[config.mk]
export PLATFORM = sky130hd
export DESIGN_NAME = ram32k_arbiter
export DESIGN_NICKNAME = d
export VERILOG_FILES = /design/src/rtl/ram32k_arbiter.sv
export SDC_FILE = /design/constraint.sdc
export NUM_CORES = 1
export LEC_CHECK = 0
export CORE_MARGIN = 5
export CORE_UTILIZATION = 35
export DETAILED_ROUTE_END_ITERATION = 12
export GPL_TIMING_DRIVEN = 0
export PLACE_DENSITY = 0.62
export SLEW_MARGIN = 20
export SYNTH_ARGS = -nofsm -noshare
export SYNTH_HDL_FRONTEND = slang
export SYNTH_SLANG_ARGS = --single-unit
[constraint.sdc]
create_clock -name clk -period 3.2 [get_ports clk]
set_input_delay 0.64 -clock clk [delete_from_list [all_inputs] [get_ports clk]]
set_output_delay 0.64 -clock clk [all_outputs]
set_load 0.05 [all_outputs]
[src/rtl/ram32k_arbiter.sv]
// Two-port byte/halfword/word sequencer in front of a byte-wide single-port RAM.
// Define RAM32K_ARB_RR_EN for round-robin arbitration; otherwise port A has fixed priority.
module ram32k_arbiter #(
  parameter int ADDR_W = 15
) (
  input  logic              clk,
  input  logic              resetn,
  input  logic              a_req,
  input  logic              a_we,
  input  logic [1:0]        a_size,
  input  logic [ADDR_W-1:0] a_addr,
  input  logic [31:0]       a_wdata,
  output logic [31:0]       a_rdata,
  output logic              a_ack,
  input  logic              b_req,
  input  logic              b_we,
  input  logic [1:0]        b_size,
  input  logic [ADDR_W-1:0] b_addr,
  input  logic [31:0]       b_wdata,
  output logic [31:0]       b_rdata,
  output logic              b_ack,
  output logic [ADDR_W-1:0] ram_addr,
  output logic [7:0]        ram_din,
  output logic              ram_we,
  input  logic [7:0]        ram_dout
);

  typedef enum logic [1:0] {IDLE, XFER, TAIL, DONE} state_t;

  state_t              state;
  logic                owner;    // 0 = port A, 1 = port B
  logic                we_q;
  logic [ADDR_W-1:0]   base;
  logic [31:0]         wdata_q;
  logic [1:0]          n_last;   // byte count minus one
  logic [1:0]          cnt;
  logic [31:0]         rbuf;

  logic                any_req;
  logic                grant_b;
  logic                sel_we;
  logic [1:0]          sel_size;
  logic [ADDR_W-1:0]   sel_addr;
  logic [31:0]         sel_wdata;
  logic [1:0]          sel_last;
  logic [1:0]          cnt_nx;
  logic [1:0]          cap_idx;
  logic [31:0]         rd_next;

  assign any_req = a_req | b_req;

`ifdef RAM32K_ARB_RR_EN
  logic last_b;
  // On a tie the port not granted last time wins; a lone requester always wins.
  assign grant_b = b_req & (~a_req | ~last_b);
`else
  assign grant_b = b_req & ~a_req;
`endif

  assign sel_we    = grant_b ? b_we    : a_we;
  assign sel_size  = grant_b ? b_size  : a_size;
  assign sel_addr  = grant_b ? b_addr  : a_addr;
  assign sel_wdata = grant_b ? b_wdata : a_wdata;

  always_comb begin
    sel_last = 2'd3;
    case (sel_size)
      2'b00:   sel_last = 2'd0;
      2'b01:   sel_last = 2'd1;
      default: sel_last = 2'd3;
    endcase
  end

  assign cnt_nx = cnt + 2'd1;

  // RAM read data lags the address by one cycle, so XFER step cnt captures byte cnt-1
  // and TAIL picks up the final byte.
  assign cap_idx = (state == TAIL) ? n_last : (cnt - 2'd1);

  always_comb begin
    rd_next = rbuf;
    rd_next[{cap_idx, 3'b000} +: 8] = ram_dout;
  end

  always_ff @(posedge clk or negedge resetn) begin
    if (!resetn) begin
      state    <= IDLE;
      owner    <= 1'b0;
      we_q     <= 1'b0;
      base     <= '0;
      wdata_q  <= '0;
      n_last   <= '0;
      cnt      <= '0;
      rbuf     <= '0;
      ram_addr <= '0;
      ram_din  <= '0;
      ram_we   <= 1'b0;
      a_ack    <= 1'b0;
      b_ack    <= 1'b0;
      a_rdata  <= '0;
      b_rdata  <= '0;
`ifdef RAM32K_ARB_RR_EN
      last_b   <= 1'b1;
`endif
    end else begin
      case (state)
        IDLE: begin
          if (any_req) begin
            owner    <= grant_b;
            we_q     <= sel_we;
            base     <= sel_addr;
            wdata_q  <= sel_wdata;
            n_last   <= sel_last;
            cnt      <= 2'd0;
            rbuf     <= '0;
            ram_addr <= sel_addr;
            ram_din  <= sel_wdata[7:0];
            ram_we   <= sel_we;
            state    <= XFER;
`ifdef RAM32K_ARB_RR_EN
            last_b   <= grant_b;
`endif
          end
        end
        XFER: begin
          if (!we_q && cnt != 2'd0) rbuf <= rd_next;
          cnt <= cnt_nx;
          if (cnt == n_last) begin
            ram_we  <= 1'b0;
            ram_din <= '0;
            if (we_q) begin
              a_ack <= ~owner;
              b_ack <= owner;
              state <= DONE;
            end else begin
              state <= TAIL;
            end
          end else begin
            ram_addr <= base + ADDR_W'(cnt_nx);
            ram_din  <= wdata_q[{cnt_nx, 3'b000} +: 8];
            ram_we   <= we_q;
          end
        end
        TAIL: begin
          rbuf <= rd_next;
          if (owner) b_rdata <= rd_next;
          else       a_rdata <= rd_next;
          a_ack <= ~owner;
          b_ack <= owner;
          state <= DONE;
        end
        DONE: begin
          a_ack <= 1'b0;
          b_ack <= 1'b0;
          state <= IDLE;
        end
        default: state <= IDLE;
      endcase
    end
  end

endmodule

==> flow_metrics.env, run 1 <==
export IMPL_status="complete, no violations"
export IMPL_synth_mux_area_share_pct=9.122
export IMPL_synth_top_family_by_area="compound AO/OA/AOI/OAI gates"
export IMPL_slowest_stage="dfrtp_1"
export IMPL_hpwl_um=18940
export IMPL_place_gp_congestion=0.8726
export IMPL_final_hold_violation_count=0
export IMPL_path_cells="buf_6, inv_1, ha_2, nor2b_4, nor2_1, inv_1, ha_2, and2_1, o221a_2, buf_2, a22oi_1, o21ai_0"
export IMPL_final_cell_count_no_fill=1401
export IMPL_p_per_area_nw_per_um2=1194
export IMPL_drt_iter0_drc=715
export IMPL_syn_num_nets=964
export IMPL_track_usage_pct=18.43
export IMPL_nets=1189
export IMPL_synth_simple_gate_area_share_pct=12.72
export IMPL_synth_async_sr_flop_share_pct=100.0
export IMPL_antenna_cells=0
export IMPL_switching_share_pct=49.23
export IMPL_synth_compound_area_share_pct=20.01
export IMPL_path_max_fanout=10
export IMPL_avgSynthCellArea_um2=10.14
export IMPL_die_w_um=166.0
export IMPL_grt_remaining_overflow=0
export IMPL_die_height_um=166.0
export IMPL_ys_flop_type="dfrtp_1"
export IMPL_finClkSkew_ns=0.01534
export IMPL_relSlewSlack_pct=47.86
export IMPL_peakVddDrop_v=0.0004432
export IMPL_min_period_ns=3.008
export IMPL_ys_types=65
export IMPL_reg2reg_depth=12
export IMPL_synth_xor_area_share_pct=0.8226
export IMPL_cts_hold_buf=0
export IMPL_worst_slew_pin_slew_ns=0.7769
export IMPL_drive_above_1_share_pct=8.357
export IMPL_wl_um=25850
export IMPL_place_inst=1366
export IMPL_yosysWarnings=0
export IMPL_coreArea_um2=24180
export IMPL_route_detailed_wl_per_inst_um=18.45
export IMPL_areaGrowthSynthToFinish_pct=36.49
export IMPL_arrival_ns=3.35
export IMPL_num_rows=57
export IMPL_start_util_pct=35.23
export IMPL_firstDrtPassIters=5
export IMPL_cts_htree_levels=4
export IMPL_clock_path_buffers=2
export IMPL_synth_area_leader_cell="dfrtp_1"
export IMPL_clk_pin_slew_ns=0.07
export IMPL_cp_required_ns=3.54
export IMPL_hold_ws_ns=0.06641
export IMPL_syn_inst=840
export IMPL_clock_latency_ns=0.43
export IMPL_cts_buffers=17
export IMPL_combPwrFrac_pct=57.7
export IMPL_antenna_left=0
export IMPL_grt_pass1_vias=7315
export IMPL_layout_commonest_cell="clkdlybuf4s50_1"
export IMPL_grt_pass1_wl_um=41100
export IMPL_cpPeakStageDelay_ns=0.41
export IMPL_pin_count=202
export IMPL_maxCapViolations=0
export IMPL_timing_final_crit_share_pct=94.00
export IMPL_final_cell_mix="clkdlybuf4s50_1, dfrtp_1, o21ai_0"
export IMPL_vias_per_cell=5.262
export IMPL_synth_top_area_share_pct=52.00
export IMPL_synth_edf_count=0
export IMPL_syn_area_um2=8518
export IMPL_io_buffers=200
export IMPL_clkPwrFrac_pct=14.4
export IMPL_cts_root_buf="clkbuf_16"
export IMPL_grt_start_max_net_pins=78
export IMPL_cts_sinks=177
export IMPL_synth_seq_cells=177
export IMPL_intPower_mw=7.049
export IMPL_slew_viol_final=0
export IMPL_p_seq_share_pct=28.0
export IMPL_finalSetupViolCount=0
export IMPL_p_switching_mw=6.835
export IMPL_cts_tree="done"
export IMPL_dieArea_um2=27560
export IMPL_path_class="register to register"
export IMPL_route_vias_total=7372
export IMPL_yosysSeqAreaShare_pct=52.00
export IMPL_hp_class="input pin to asynchronous set/reset pin"
export IMPL_startpoint_type="register"
export IMPL_fmax_ghz=0.3324
export IMPL_antenna_found_initial=0
export IMPL_p_total_mw=13.88
export IMPL_synth_area_leaders="dfrtp_1, o21ai_0, mux2i_1"
export IMPL_p_leak_nw=4.746
export IMPL_cp_end_kind="register"
export IMPL_synthAdderAreaFrac_pct=1.851
export IMPL_drc_errors=0
==> critical path, delay by kind of cell (launching register included) <==
kind	cells	cell delay (ns)
compound gates	3	0.61
fa+ha+maj	2	0.69
buf+inv	4	0.70
flops	1	0.41
simple gates	3	0.50
==> cell usage after synthesis (all sizes together) (9+ instances only) <==
cell type / count
nor2b: 22
nand3: 19
mux2: 10
mux2i: 48
ha: 11
buf: 20
a22o: 18
o21ai: 113
nor2: 50
o211ai: 9
inv: 11
a22oi: 24
clkbuf: 37
nand2: 111
a21oi: 65
dfrtp: 177
==> what timing repair did <==
action                                  CTS  global route
setup buffers                             4             0
endpoints found under the setup margin   88            74
gates resized for setup                   6             6
pin swaps                                 2             0
==> state kept, by name, indices dropped and copies added, names as in the netlist, 8 cells and up <==
signal / flops
a_rdata: 32
ram_addr: 15
wdata_q: 32
ram_din: 8
rbuf: 32
base: 15
b_rdata: 32
==> kinds of logic after synthesis <==
family,Yosys count
flip-flops,177
XOR/XNOR,8
AND/OR/NAND/NOR,235
adder cells (fa/ha/maj),12
multiplexers,66
buffers and inverters,69
AO/OA/AOI/OAI,273
==> per-layer routing <==
layer	GRT usage, %	up-vias	routed length, um
met3	4.094	34	1658
met5	0	-	0
met4	4.340	0	431
met1	24.49	3586	11210
li1	-	3477	-
met2	30.91	275	12550
==> layout make-up <==
class	instances	area, um^2
fillers	2302	12550
clock buffers	19	452.9
repair buffers	206	2092
multi-input cells	594	3840
inverters	12	45.04
clock inverters	12	102.6
plain buffers	57	259.0
flip-flops and latches	177	4429
well taps	324	405.4
==> path summary, 6_finish.rpt <==
kind,start,end,slack (ns)
max,cnt[0]$_DFFE_PN0P_,a_rdata[0]$_DFFE_PN0P_,0.19
min,resetn,ram_addr[8]$_DFFE_PN0P_,0.07
max reg2reg,cnt[0]$_DFFE_PN0P_,a_rdata[0]$_DFFE_PN0P_,0.19
min reg2reg,wdata_q[26]$_DFFE_PN0P_,wdata_q[26]$_DFFE_PN0P_,0.48
max in group asynchronous,resetn,wdata_q[0]$_DFFE_PN0P_,2.08
min in group clk,wdata_q[26]$_DFFE_PN0P_,wdata_q[26]$_DFFE_PN0P_,0.48
==> per-stage QoR <==
stage | util, % | setup WS (ns) | instance area, um^2 | setup TNS, ns
floorplan | - | 0.2783 | 8518 | 0
global placement | 45.19 | -6.124 | 10930 | -1106.48
detailed placement | 45.44 | -0.5548 | 10990 | -26.43
CTS | 47.97 | 0.02097 | 11600 | 0
global route | 48.09 | -0.01553 | 11630 | -0.01553
finish | 48.09 | 0.1920 | 11630 | 0
==> power by group through the flow <==
| stage | clock network [mW] | logic [mW] | registers (mW) |
|---|---|---|---|
| final | 2.00 | 8.01 | 3.88 |
| after global routing | 2.14 | 8.62 | 4.02 |
| after CTS | 2.04 | 7.96 | 3.88 |
| after detailed placement | 0 | 7.82 | 3.92 |
| after global placement | 0 | 7.75 | 3.90 |
| after floorplan | 0 | 3.47 | 5.58 |
No activity file was read; power rests on OpenSTA's default activity.
==> run 2: changes to the inputs <==
CORE_ASPECT_RATIO = 2   (was default)
REMOVE_ABC_BUFFERS = 1   (was default)
==> flow_metrics.env, run 2 (synthesis results as in run 1) <==
export IMPL_hpwl_um=17770
export IMPL_fin_area_um2=11650
export IMPL_arrival_ns=3.32
export IMPL_path_class="register to register"
export IMPL_place_gp_congestion=0.8058
export IMPL_p_seq_share_pct=27.8
export IMPL_cts_root_buf="clkbuf_16"
export IMPL_worst_slew_pin_slew_ns=0.8472
export IMPL_drt_iter0_drc=369
export IMPL_clkPwrFrac_pct=16.3
export IMPL_die_w_um=120.3
export IMPL_cp_required_ns=3.56
export IMPL_dieArea_um2=27750
export IMPL_slew_viol_final=0
export IMPL_cp_end_kind="register"
export IMPL_clock_path_buffers=2
export IMPL_fillers=2216
export IMPL_finalSetupViolCount=0
export IMPL_vias_per_cell=5.285
export IMPL_cts_sinks=177
export IMPL_io_buffers=201
export IMPL_track_usage_pct=17.93
export IMPL_coreArea_um2=23920
export IMPL_combPwrFrac_pct=55.9
export IMPL_hp_class="input pin to asynchronous set/reset pin"
export IMPL_drive_above_1_share_pct=9.293
export IMPL_p_total_mw=13.99
export IMPL_cts_hold_buf=0
export IMPL_final_cell_mix="clkdlybuf4s50_1, dfrtp_1, o21ai_0"
export IMPL_num_rows=80
export IMPL_fmax_ghz=0.3379
export IMPL_wl_um=24220
export IMPL_route_detailed_wl_per_inst_um=18.33
export IMPL_multi_input_area_um2=3874
export IMPL_path_max_fanout=12
export IMPL_grt_pass1_vias=7079
export IMPL_p_per_area_nw_per_um2=1201
export IMPL_switching_share_pct=47.45
export IMPL_p_switching_mw=6.637
export IMPL_min_period_ns=2.960
export IMPL_start_util_pct=35.61
export IMPL_firstDrtPassIters=5
export IMPL_relSlewSlack_pct=43.21
export IMPL_intPower_mw=7.351
export IMPL_timing_final_crit_share_pct=92.49
export IMPL_cts_buffers=17
export IMPL_drc_errors=0
export IMPL_route_vias_total=6981
export IMPL_finClkSkew_ns=0.01033
export IMPL_rsz0062_at_grt="no"
export IMPL_peakVddDrop_v=0.0005158
export IMPL_nets=1144
export IMPL_regArea_um2=4433
export IMPL_layout_commonest_cell="clkdlybuf4s50_1"
export IMPL_antenna_found_initial=1
export IMPL_areaGrowthSynthToFinish_pct=36.75
export IMPL_cts_tree="done"
export IMPL_clk_pin_slew_ns=0.07
export IMPL_placed_cell_area_um2=10880
export IMPL_startpoint_type="register"
export IMPL_grt_pass1_wl_um=38710
export IMPL_maxCapViolations=0
export IMPL_cts_htree_levels=4
export IMPL_final_hold_violation_count=0
export IMPL_antenna_left=0
export IMPL_status="complete, no violations"
export IMPL_grt_start_max_net_pins=71
export IMPL_clock_latency_ns=0.45
export IMPL_die_height_um=230.6
export IMPL_pin_count=202
export IMPL_p_leak_nw=4.790
export IMPL_grt_remaining_overflow=0
## run 2: metrics by stage
step / setup WS (ns) / utilization (%) / setup TNS (ns) / cells / hold slack (ns)
global placement: -6.046 / 44.47 / -1397.86 / 1271 / 0.4570
finish: 0.2404 / 48.69 / 0 / 1321 / 0.08079
floorplan: -1.446 / - / -95.42 / 783 / 0.3444
CTS: 0.1455 / 48.61 / 0 / 1320 / 0.08490
detailed placement: -1.557 / 45.49 / -105.78 / 1279 / 0.4646
global route: 0.004556 / 48.69 / 0 / 1321 / 0.09244
## run 2: final cells by class
| type | instances | share of cell area (%) |
|---|---|---|
| Sequential cell | 177 | 38.06 |
| Multi-Input combinational cell | 594 | 33.25 |
| Timing Repair Buffer | 218 | 19.66 |
| Clock buffer | 18 | 3.770 |
| Tap cell | 287 | 3.083 |
| Clock inverter | 14 | 1.740 |
| Inverter | 12 | 0.4189 |
| Antenna cell | 1 | 0.02148 |
## run 2: critical path, stage by stage (launching register included)
cell and delay (ns):
dfrtp_1 0.41, inv_1 0.16, ha_1 0.22, and2b_4 0.24, or2_2 0.40, ha_1 0.48, inv_1 0.12, a2111oi_4 0.25
buf_4 0.19, nand2_2 0.13, o211ai_1 0.26
## run 2: path summary, 6_finish.rpt
| kind | from | endpoint | slack (ns) | depth (start not counted) |
|---|---|---|---|---|
| hold / removal | resetn | wdata_q[20]$_DFFE_PN0P_ | 0.08 | 1 |
| setup reg to reg | state[0]$_DFFE_PN0P_ | rbuf[24]$_DFFE_PN0P_ | 0.24 | 10 |
| max in group asynchronous | resetn | a_rdata[24]$_DFFE_PN0P_ | 2.41 | 2 |
| min in group clk | a_rdata[30]$_DFFE_PN0P_ | a_rdata[30]$_DFFE_PN0P_ | 0.47 | 2 |
| hold reg to reg | a_rdata[30]$_DFFE_PN0P_ | a_rdata[30]$_DFFE_PN0P_ | 0.47 | 2 |
| setup / recovery | state[0]$_DFFE_PN0P_ | rbuf[24]$_DFFE_PN0P_ | 0.24 | 10 |
## run 2: layer usage
metal / wire, um / global-route usage [%] / vias to the layer above
li1: - / - / 3381
met1: 8669 / 18.98 / 3368
met2: 13530 / 32.88 / 189
met3: 1057 / 4.189 / 43
met4: 962 / 8.830 / 0
met5: 0 / 0 / -
## run 2: timing repair
action	4_1_cts	5_1_grt
gates resized for setup	7	2
hold endpoints to repair	0	0
buffers inserted	9	0
endpoints found under the setup margin	107	23
pin swaps	2	0
## run 2: power groups by stage
| stage | Clock, mW | Sequential, mW | Combinational, mW |
|---|---|---|---|
| after floorplan | 0 | 5.61 | 3.25 |
| after global routing | 2.42 | 4.02 | 8.51 |
| after global placement | 0 | 3.93 | 7.42 |
| after detailed placement | 0 | 3.97 | 7.64 |
| after CTS | 2.33 | 3.90 | 7.89 |
| final | 2.28 | 3.88 | 7.82 |
